**src/rtl/evict_buffer.sv**
```systemverilog
// rtl/evict_buffer.sv - write-back victim buffer between cache and physical memory
//
// Purpose: absorbs dirty-line write-backs into a small FIFO and acknowledges
// them immediately. The FIFO drains to memory whenever memory is otherwise
// idle. Reads that hit a buffered line are answered from the buffer; read
// misses go straight to memory and take priority over starting a drain.
//
// Ports:
//   clk, rst_n                    clock, asynchronous active-low reset
//   cache_read/cache_write        line request from cache, held until cache_resp
//   cache_address/cache_wdata     request address and write line
//   cache_resp/cache_rdata        one-cycle completion pulse and read line
//   pmem_read/pmem_write          memory request, held until pmem_resp
//   pmem_address/pmem_wdata       memory address and write line
//   pmem_resp/pmem_rdata          memory completion pulse and read line
//   buf_empty                     no buffered lines and no memory cycle in flight
module evict_buffer #(
  parameter int DEPTH            = 4,
  parameter int LINE_OFFSET_BITS = 4
) (
  input  logic         clk,
  input  logic         rst_n,
  input  logic         cache_read,
  input  logic         cache_write,
  input  logic [15:0]  cache_address,
  input  logic [127:0] cache_wdata,
  output logic         cache_resp,
  output logic [127:0] cache_rdata,
  output logic         pmem_read,
  output logic         pmem_write,
  output logic [15:0]  pmem_address,
  output logic [127:0] pmem_wdata,
  input  logic         pmem_resp,
  input  logic [127:0] pmem_rdata,
  output logic         buf_empty
);

  localparam int PTR_W = $clog2(DEPTH);
  localparam int CNT_W = PTR_W + 1;
  localparam int TAG_W = 16 - LINE_OFFSET_BITS;

  typedef enum logic [1:0] {IDLE, RD, WR} state_e;

  state_e             state_q, state_d;
  logic [DEPTH-1:0]   valid_q, valid_d;
  logic [TAG_W-1:0]   tag_q  [DEPTH];
  logic [127:0]       data_q [DEPTH];
  logic [PTR_W-1:0]   head_q, head_d, tail_q, tail_d;
  logic [CNT_W-1:0]   count_q, count_d;
  logic               cache_resp_q, cache_resp_d;
  logic [127:0]       cache_rdata_q, cache_rdata_d;
  logic               pmem_read_q, pmem_read_d;
  logic               pmem_write_q, pmem_write_d;
  logic [15:0]        pmem_address_q, pmem_address_d;
  logic [127:0]       pmem_wdata_q, pmem_wdata_d;
  logic               buf_empty_q, buf_empty_d;

  logic [TAG_W-1:0]   req_tag;
  logic               eval, full;
  logic               rd_hit, wr_hit, head_hazard;
  logic [PTR_W-1:0]   rd_idx, wr_idx;
  logic               miss_go, alloc, coalesce, retire;

  assign req_tag = cache_address[15:LINE_OFFSET_BITS];
  // The request is ignored during its own resp cycle, and while in RD the
  // held read is the one already being serviced by memory.
  assign eval    = !cache_resp_q && (state_q != RD);
  assign full    = (count_q == CNT_W'(DEPTH));

  always_comb begin
    rd_hit      = 1'b0;
    rd_idx      = '0;
    wr_hit      = 1'b0;
    wr_idx      = '0;
    for (int i = 0; i < DEPTH; i++) begin
      if (valid_q[i] && (tag_q[i] == req_tag)) begin
        rd_hit = 1'b1;
        rd_idx = PTR_W'(i);
        // The head being written to memory must not change under the drain.
        if (!((state_q == WR) && (PTR_W'(i) == head_q))) begin
          wr_hit = 1'b1;
          wr_idx = PTR_W'(i);
        end
      end
    end
    head_hazard = (state_q == WR) && valid_q[head_q] && (tag_q[head_q] == req_tag);
  end

  always_comb begin
    state_d        = state_q;
    valid_d        = valid_q;
    head_d         = head_q;
    tail_d         = tail_q;
    count_d        = count_q;
    cache_resp_d   = 1'b0;
    cache_rdata_d  = cache_rdata_q;
    pmem_read_d    = pmem_read_q;
    pmem_write_d   = pmem_write_q;
    pmem_address_d = pmem_address_q;
    pmem_wdata_d   = pmem_wdata_q;
    miss_go        = 1'b0;
    alloc          = 1'b0;
    coalesce       = 1'b0;
    retire         = 1'b0;

    if (eval && cache_read) begin
      if (rd_hit) begin
        cache_resp_d  = 1'b1;
        cache_rdata_d = data_q[rd_idx];
      end else if (state_q == IDLE) begin
        miss_go = 1'b1;
      end
    end else if (eval && cache_write) begin
      if (head_hazard) begin
        // wait for the head to retire, then the write allocates fresh
      end else if (wr_hit) begin
        coalesce     = 1'b1;
        cache_resp_d = 1'b1;
      end else if (!full) begin
        alloc        = 1'b1;
        cache_resp_d = 1'b1;
      end
    end

    unique case (state_q)
      IDLE: begin
        if (miss_go) begin
          state_d        = RD;
          pmem_read_d    = 1'b1;
          pmem_address_d = cache_address;
        end else if (count_q != '0) begin
          state_d        = WR;
          pmem_write_d   = 1'b1;
          pmem_address_d = {tag_q[head_q], {LINE_OFFSET_BITS{1'b0}}};
          // A write coalescing into the head this same cycle must reach memory.
          pmem_wdata_d   = (coalesce && (wr_idx == head_q)) ? cache_wdata : data_q[head_q];
        end
      end
      RD: begin
        if (pmem_resp) begin
          state_d       = IDLE;
          pmem_read_d   = 1'b0;
          cache_rdata_d = pmem_rdata;
          cache_resp_d  = 1'b1;
        end
      end
      WR: begin
        if (pmem_resp) begin
          state_d      = IDLE;
          pmem_write_d = 1'b0;
          retire       = 1'b1;
        end
      end
      default: state_d = IDLE;
    endcase

    if (retire) valid_d[head_q] = 1'b0;
    if (alloc)  valid_d[tail_q] = 1'b1;
    head_d      = head_q + PTR_W'(retire);
    tail_d      = tail_q + PTR_W'(alloc);
    count_d     = count_q + CNT_W'(alloc) - CNT_W'(retire);
    buf_empty_d = (count_d == '0) && (state_d == IDLE);
  end

  always_ff @(posedge clk or negedge rst_n) begin
    if (!rst_n) begin
      state_q        <= IDLE;
      valid_q        <= '0;
      head_q         <= '0;
      tail_q         <= '0;
      count_q        <= '0;
      cache_resp_q   <= 1'b0;
      cache_rdata_q  <= '0;
      pmem_read_q    <= 1'b0;
      pmem_write_q   <= 1'b0;
      pmem_address_q <= '0;
      pmem_wdata_q   <= '0;
      buf_empty_q    <= 1'b1;
    end else begin
      state_q        <= state_d;
      valid_q        <= valid_d;
      head_q         <= head_d;
      tail_q         <= tail_d;
      count_q        <= count_d;
      cache_resp_q   <= cache_resp_d;
      cache_rdata_q  <= cache_rdata_d;
      pmem_read_q    <= pmem_read_d;
      pmem_write_q   <= pmem_write_d;
      pmem_address_q <= pmem_address_d;
      pmem_wdata_q   <= pmem_wdata_d;
      buf_empty_q    <= buf_empty_d;
    end
  end

  // Line storage is qualified by valid_q, so it needs no reset.
  always_ff @(posedge clk) begin
    if (alloc) begin
      tag_q[tail_q]  <= req_tag;
      data_q[tail_q] <= cache_wdata;
    end else if (coalesce) begin
      data_q[wr_idx] <= cache_wdata;
    end
  end

  assign cache_resp   = cache_resp_q;
  assign cache_rdata  = cache_rdata_q;
  assign pmem_read    = pmem_read_q;
  assign pmem_write   = pmem_write_q;
  assign pmem_address = pmem_address_q;
  assign pmem_wdata   = pmem_wdata_q;
  assign buf_empty    = buf_empty_q;

endmodule
```
**config.mk**
```make
export PLATFORM = sky130hd
export DESIGN_NAME = evict_buffer
export DESIGN_NICKNAME = d
export VERILOG_FILES = /design/src/rtl/evict_buffer.sv
export SDC_FILE = /design/constraint.sdc
export NUM_CORES = 1
export LEC_CHECK = 0
export CORE_ASPECT_RATIO = 0.6
export CORE_MARGIN = 10
export CORE_UTILIZATION = 35
export CTS_BUF_LIST = sky130_fd_sc_hd__clkbuf_4 sky130_fd_sc_hd__clkbuf_8
export DETAILED_ROUTE_END_ITERATION = 16
export SETUP_SLACK_MARGIN = 0.02
export SYNTH_ARGS = -nofsm -noshare
export SYNTH_HDL_FRONTEND = slang
export SYNTH_SLANG_ARGS = --single-unit
```
**constraint.sdc**
```tcl
create_clock -name clk -period 15.1 [get_ports clk]
set_input_delay 3.02 -clock clk [delete_from_list [all_inputs] [get_ports clk]]
set_output_delay 3.02 -clock clk [all_outputs]
set_load 0.05 [all_outputs]
```
* Word-level counts from Yosys, hierarchy flattened
Memory sizes are Yosys's and may differ from the RTL's. A register that Yosys moved wholly into a read port is not among the register bits.
Cells that the tools add are included.
** Cells by class
- Add/sub/neg operators :: 4
- Bitwise operators :: 5
- Multiplexer cells :: 75
- Equal/unequal tests :: 18
- Order comparisons :: 4
- Reduce and logical (&&, ||, !) cells :: 32
** Operators with widths (number)
- 2-to-1 mux 128 bit :: 6
- OR reduction 128 bit :: 1
- equality test 12 bit :: 5
- 2-to-1 mux 1 bit :: 49
- 2-to-1 mux 16 bit :: 2
- 2-to-1 mux 2 bit :: 10
- logical AND 1 bit :: 16
- 2-to-1 mux 4 bit :: 2
- != test 2 bit (second input constant) :: 4
- zero test 2 bit :: 3
- less-than comparator 2 x 3 -> 1 bit (second input constant) :: 2
- AND reduction 3 bit :: 2
- nonzero test 2 bit :: 3
- adder 2 x 1 -> 2 bit :: 2
- bitwise AND 4 bit :: 1
- demux 1 bit (select 2 bit) :: 2
- equality test 2 bit (first input constant) :: 2
- greater-or-equal comparator 2 x 1 -> 1 bit (second input constant) :: 2
- != test 2 x 1 -> 1 bit (second input constant) :: 2
- NOT 4 bit :: 1
- OR 4 bit :: 1
- case mux 1 bit (2 select lines) :: 2
- case mux 2 bit (2 select lines) :: 1
- AND reduction 4 bit :: 1
- other kinds (15) :: 16
** Word-level totals
- Register bits after elaboration :: 290
- Bits in writable memories :: 560
- Memories kept :: 2
- Output and inout port bits :: 276
- Logic and storage cells :: 153
- Input bits :: 277
** Memory list
- data_q :: depth 4, width 128, read ports 2, clocked after Yosys merged registers in 1, wr ports 1, RTL line 47 : logic [127:0] data_q [DEPTH];
- tag_q :: depth 4, width 12, read ports 5, clocked after Yosys merged registers in 0, wr ports 1, RTL line 46 : logic [TAG_W-1:0] tag_q [DEPTH];

* Depth between registers and ports, before layout
Gate-level depths: netlist of run 1.
- Depth after elaboration :: 19
- Mapped depth :: 18
- Mapped depth without buffers :: 15

* Worst setup path after synthesis of run 1
Ideal clock, no wire load.
- Kind :: in2reg
- From :: in cache_address[13]
- To :: mem data_q[3][0], enable pin
- Buffers on the path :: 2
- Required time :: 14.296 ns
- Setup time :: 0.804 ns
- Data arrival time :: 13.798 ns
- Cell stages on the path :: 9
- Setup slack :: 0.498 ns
- Cells stage by stage :: buf_4 > xnor2_1 > nand4_1 > or4_1 > buf_2 > nand2_1 > o311a_1 > a21oi_1 > a211oi_1
** Between the ends
- Word-level cells in the longest chain between the ends :: 18
** RTL lines
- start, declared :: RTL line 25 : input logic [15:0] cache_address,
- equality test 12 bit :: RTL line 76 : if (valid_q[i] && (tag_q[i] == req_tag)) begin
- logical AND 1 bit :: RTL line 76
- 2-to-1 mux 1 bit :: RTL line 76
- 2-to-1 mux 1 bit :: RTL line 80 : if (!((state_q == WR) && (PTR_W'(i) == head_q))) begin
- 2-to-1 mux 1 bit :: RTL line 76
- 2-to-1 mux 1 bit :: RTL line 80
- 2-to-1 mux 1 bit :: RTL line 76
- 2-to-1 mux 1 bit :: RTL line 80
- [... 2 more ...]
- 2-to-1 mux 1 bit :: RTL line 114 : if (head_hazard) begin
- 2-to-1 mux 1 bit :: RTL line 113 : end else if (eval && cache_write) begin
- 2-to-1 mux 1 bit :: RTL line 106 : if (eval && cache_read) begin
- 2-to-1 mux 1 bit :: RTL line 200 : end else if (coalesce) begin
- 2-to-1 mux 1 bit :: RTL line 197 : if (alloc) begin
- 2-to-1 mux 1 bit (implied by the code) :: RTL line 201 : data_q[wr_idx] <= cache_wdata;
- OR reduction 128 bit (no line)
- 2-to-1 mux 2 bit (no line) / 2-to-1 mux 1 bit (equally long branches)
- end, declared :: RTL line 47
Several ways; a longest one is shown, not always the timed one.

* Final worst setup path of run 1
- From :: in cache_address[10]
- To :: mem data_q[3][28], enable pin
Same word-level chain as after synthesis.

==> results of run 1 <==
==> logic make-up after synthesis <==
family,share of synthesized area
compound gates,0.0843
xor+xnor,0.0132
fa+ha+maj,0.00287
buf+inv,0.0246
flops,0.668
mux,0.182
simple gates,0.0246
==> synthesized netlist by cell type (all sizes together), types with 50 or more instances <==
library cell  number
dfrtp            289
mux4             140
a21oi            260
edfxtp           688
mux2             256
a211oi            94
o21ai            102
o22ai             92
xnor2             50
buf               92
nor2             102
mux2i            140
clkbuf           106
==> layout by cell type (no fill, tap or decap), types with 4 or more instances in the layout <==
cell type / netlist / final
a211oi_1: 93 / 92
a21oi_1: 259 / 259
a22oi_1: 37 / 37
and2_1: 5 / 4
buf_4: 10 / 43
clkbuf_4: 0 / 61
clkbuf_8: 0 / 172
clkdlybuf4s50_1: 0 / 551
clkinv_1: 0 / 17
clkinv_2: 0 / 19
clkinvlp_4: 0 / 8
dfrtp_1: 289 / 286
diode_2: 0 / 6
edfxtp_1: 688 / 688
ha_1: 8 / 8
inv_1: 10 / 10
mux2_1: 29 / 29
mux2_2: 180 / 180
mux2_4: 47 / 47
mux2i_1: 140 / 140
mux4_2: 140 / 140
nand2_1: 41 / 40
nand3_1: 12 / 12
nand4_1: 11 / 11
nor2_1: 102 / 100
o21ai_0: 99 / 99
o22ai_1: 92 / 92
xnor2_1: 50 / 50
xor2_1: 13 / 13
==> power by group <==
group / total [mW] / internal (mW) / switching, mW
logic: 4.38 / 1.72 / 2.66
clock network: 2.33 / 1.24 / 1.09
registers: 3.98 / 3.61 / 0.372
==> per-stage QoR <==
step / area, µm² / setup WS [ns]
after floorplan: 41800 / 0.498
after global placement: 48800 / 6.68
after detailed placement: 48800 / 6.63
after CTS: 52000 / 7.37
after global routing: 52000 / 7.34
final: 52000 / 7.56
==> per-layer routing <==
metal | vias up | track usage | wire length, µm
met3 | 185 | 0.0489 | 8950
met2 | 909 | 0.280 | 57200
met5 | - | 0 | 90
met1 | 13038 | 0.247 | 55200
met4 | 14 | 0.0657 | 3730
li1 | 11389 | - | -
==> critical path, cell delays in order <==
cell	delay, ns
clkdlybuf4s50_1	0.75
xnor2_1	0.18
nand3_1	0.21
or4_2	0.72
buf_4	0.36
o2111ai_1	0.25
o21ai_1	0.23
a211oi_4	0.94
buf_4	0.63
buf_4	0.59
==> cell type report <==
| cell class | instances | area, µm² |
|---|---|---|
| fillers | 10562 | 66800 |
| flip-flops and latches | 978 | 27900 |
| multi-input cells | 1419 | 12900 |
| repair buffers | 598 | 5910 |
| clock buffers | 233 | 2830 |
| well taps | 1600 | 2000 |
| clock inverters | 52 | 354 |
| inverters | 10 | 37.5 |
| diodes | 6 | 15.0 |
==> final timing paths <==
kind	from	to	slack (ns)	depth (start not counted)
min in group asynchronous	rst_n	asynchronous set/reset pin	2.05	1
setup reg to reg	head_q[1]	data_q[3][28]	9.32	10
setup / recovery	cache_address[10]	data_q[3][28]	7.56	10
hold / removal	flip-flop	flip-flop	0.48	1
max in group asynchronous	rst_n	cache_rdata[54]	10.43	4
hold reg to reg	flip-flop	flip-flop	0.48	1
==> results.toml, run 1 <==
[worst_setup_path]
endpoint_kind = "flip-flop"
start_kind = "input pin"
worst_ep_arrival_time_ns = 8.02
required_ns = 15.59
worstSetupPathType = "input pin to flip-flop"
crit_fanout = 41

[synth]
synth_top_area_share = 0.494
synth_area_leaders = "edfxtp_1, dfrtp_1, mux4_2, mux2_2, mux2i_1"
yosys.cell_types.count = 63
synthFlopType = "edfxtp_1"
yosys_warnings = 0
yosys_register_bits = 978
async_reset_ff_frac = 0.297
syn_avg_cell_area_um2 = 16.0
synth_area_um2 = 41800
synth_top_cell_by_area = "edfxtp_1"
synth-edff-count = 688
syn-num-nets = 2891
syn-instance-count = 2605
yosysSeqAreaShare = 0.668

[job]
drv_cap = 0

[drt]
via_count = 25535
drc = 0
wl_per_cell_um = 25.6
drt-total-wl_um = 125000
dr.pass1.iters = 5
drtAntennaViolNets = 0
vias_per_cell = 5.22
drtIter0Drc = 1848

[clocking]
h-tree-depth = 4
cts_tree = "yes"
insertion_delay_ns = 0.90
postCtsSetupRepairBufs = 0
clockBufferDepth = 3
holdBufCountCts = 0
numCtsBuffers = 152
cts_resized = 0
cts_root_buf = "clkbuf_8"
cts.sinks = 978
path_clk_slew_ns = 0.06

[placed_design]
routabilityCongestion = 0.815
dp_hpwl_um = 78600
io_buffers = 552
placed_cells = 4605

[sta]
min_period_over_period = 0.499
worst_slew_pin_slew_ns = 1.04
fin_crit_ns = 7.54
max_freq_mhz = 133
setup_viol = 0
hold_ws_ns = 0.484
finalSetupTns_ns = 0
slew_viol_final = 0
relSlewSlack = 0.304
hold_viol = 0
finClkSkew_ns = 0.0733
rsz0062_at_grt = "no"

[global_route]
grtUsageTotal = 0.182
antenna_found_initial = 13
overflow = 0
grt_pass1_vias = 26523
grt_pass1_wl_um = 183000
grt_max_degree = 155

[floorplan]
num_rows = 98
io_pins = 553
core_area_um2 = 119000
die_x_um = 466
fp.dieArea_um2 = 134000
start_util = 0.352
die_h_um = 288

[run_status]
outcome = "completed"

[finish]
nets = 3445
syn_to_final_growth_pct = 24.4
stdcell_count = 4896
final_util = 0.438
drive_gt1_frac = 0.215

[pwr]
p_leak_nw = 18.8
p_per_area_nw_per_um2 = 206
max-vdd-ir-drop_uv = 160
p_total_mw = 10.7

[hold_path]
hold_path.class = "flip-flop to flip-flop"
Power figures use the tool's default switching activity.
==> run 2: changes to the inputs <==
==> constraint.sdc (replaced) <==
create_clock -name clk -period 7 [get_ports clk]
set_input_delay 1.4 -clock clk [delete_from_list [all_inputs] [get_ports clk]]
set_output_delay 1.4 -clock clk [all_outputs]
set_load 0.05 [all_outputs]
==> results.toml, run 2 (synthesis gave the netlist of run 1 again) <==
[run_status]
outcome = "completed"

[global_route]
grt_max_degree = 201
antenna_found_initial = 15
grt_pass1_wl_um = 184000
grt_pass1_vias = 26438
overflow = 0
grtUsageTotal = 0.183

[floorplan]
die_x_um = 466
fp.dieArea_um2 = 134000
core_area_um2 = 119000
num_rows = 98
io_pins = 553
start_util = 0.352
die_h_um = 288

[worst_setup_path]
cp_common_cell = "xnor2_1"
endpoint_kind = "flip-flop"
crit_chain = "clkdlybuf4s50_1 -> xnor2_1 -> nand4_1 -> or4_2 -> buf_4 -> nand2_1 -> o311ai_1 -> nand3_2 -> or2_1 -> ha_1 -> inv_1 -> ha_1 -> inv_1 -> fa_1 -> xnor2_1 -> xnor2_1 -> nor4_1"
crit_family = "simple AND/OR/NAND/NOR gates"
critPathLaunch = "cache_address[9]"
critPathMaxStageDelay_ns = 0.65
regToRegEndpoint = "buf_empty"
path_depth = 17
critPathBufInv = 4
crit_slowest_cell = "or4_2"
worst-r2r-cell-count = 15
reg2reg_slack_ns = 2.39
r2r-start = "head_q[0]"
worstSetupPathType = "input pin to flip-flop"
crit_fanout = 41
worstSetupEndpoint = "buf_empty"
start_kind = "input pin"
required_ns = 7.73
worst_ep_arrival_time_ns = 5.91

[clocking]
path_clk_slew_ns = 0.06
cts_resized = 0
holdBufCountCts = 0
clockBufferDepth = 3
h-tree-depth = 4
cts_root_buf = "clkbuf_8"
cts.sinks = 978
numCtsBuffers = 152
insertion_delay_ns = 0.87
cts_tree = "yes"
postCtsSetupRepairBufs = 0

[sta]
finalSetupTns_ns = 0
setup_viol = 0
worst_slew_pin_slew_ns = 1.22
min_period_over_period = 0.740
setup_ws_ns = 1.82
finClkSkew_ns = 0.0537
fin_crit_ns = 5.18
hold_ws_ns = 0.482
rsz0062_at_grt = "no"
relSlewSlack = 0.187
slew_viol_final = 0
max_freq_mhz = 193
hold_viol = 0

[finish]
stdcell_count = 4892
drive_gt1_frac = 0.210
final_common_cell = "edfxtp_1"
layout_common_cells = "edfxtp_1, clkdlybuf4s50_1, dfrtp_1"
syn_to_final_growth_pct = 24.9
final_util = 0.439
nets = 3442

[drt]
drt-total-wl_um = 125000
via_count = 25679
drc = 0
vias_per_cell = 5.25
drtIter0Drc = 1977
dr.pass1.iters = 5
drtAntennaViolNets = 0
wl_per_cell_um = 25.6

[pwr]
max-vdd-ir-drop_uv = 329
p_per_area_nw_per_um2 = 443
p_leak_nw = 18.9

[hold_path]
min_path_cells = 1
hold_path.class = "flip-flop to flip-flop"

[placed_design]
io_buffers = 552
routabilityCongestion = 0.816
dp_hpwl_um = 77700
place_ws_ns = 0.997
placed_cells = 4602

[job]
drv_cap = 0
run 2: area by class of cell:
class / count / area [µm²]
repair buffers: 595 / 6130
fillers: 10546 / 66600
inverters: 10 / 37.5
well taps: 1600 / 2000
diodes: 6 / 15.0
multi-input cells: 1419 / 12900
clock inverters: 69 / 493
clock buffers: 215 / 2670
flip-flops and latches: 978 / 27900
run 2: worst min-delay path by stage:
stage | from | endpoint | slack [ns]
3_5_place_dp | flip-flop | flip-flop | 0.47
4_1_cts | rst_n | cache_rdata[106] | 0.48
6_report | flip-flop | flip-flop | 0.48
3_3_place_gp | flip-flop | flip-flop | 0.47
5_1_grt | flip-flop | flip-flop | 0.50
2_1_floorplan | flip-flop | flip-flop | 0.45
run 2: stage by stage:
stage	area [µm²]	total power, mW
3_5_place_dp	49000	18.3
5_1_grt	52200	24.2
4_1_cts	52200	23.4
3_3_place_gp	49000	18.3
6_report	52200	23.1
2_1_floorplan	41800	15.0
run 2: per-layer routing:
layer	part of all wire	vias up	GRT usage
met5	0.00040	-	0
met4	0.023	8	0.0583
met3	0.068	160	0.0439
met2	0.45	876	0.276
met1	0.46	13254	0.258
li1	-	11381	-
run 2: power by group:
group	internal, mW	switching (mW)
clock network	2.67	2.35
logic	3.75	5.83
registers	7.79	0.741
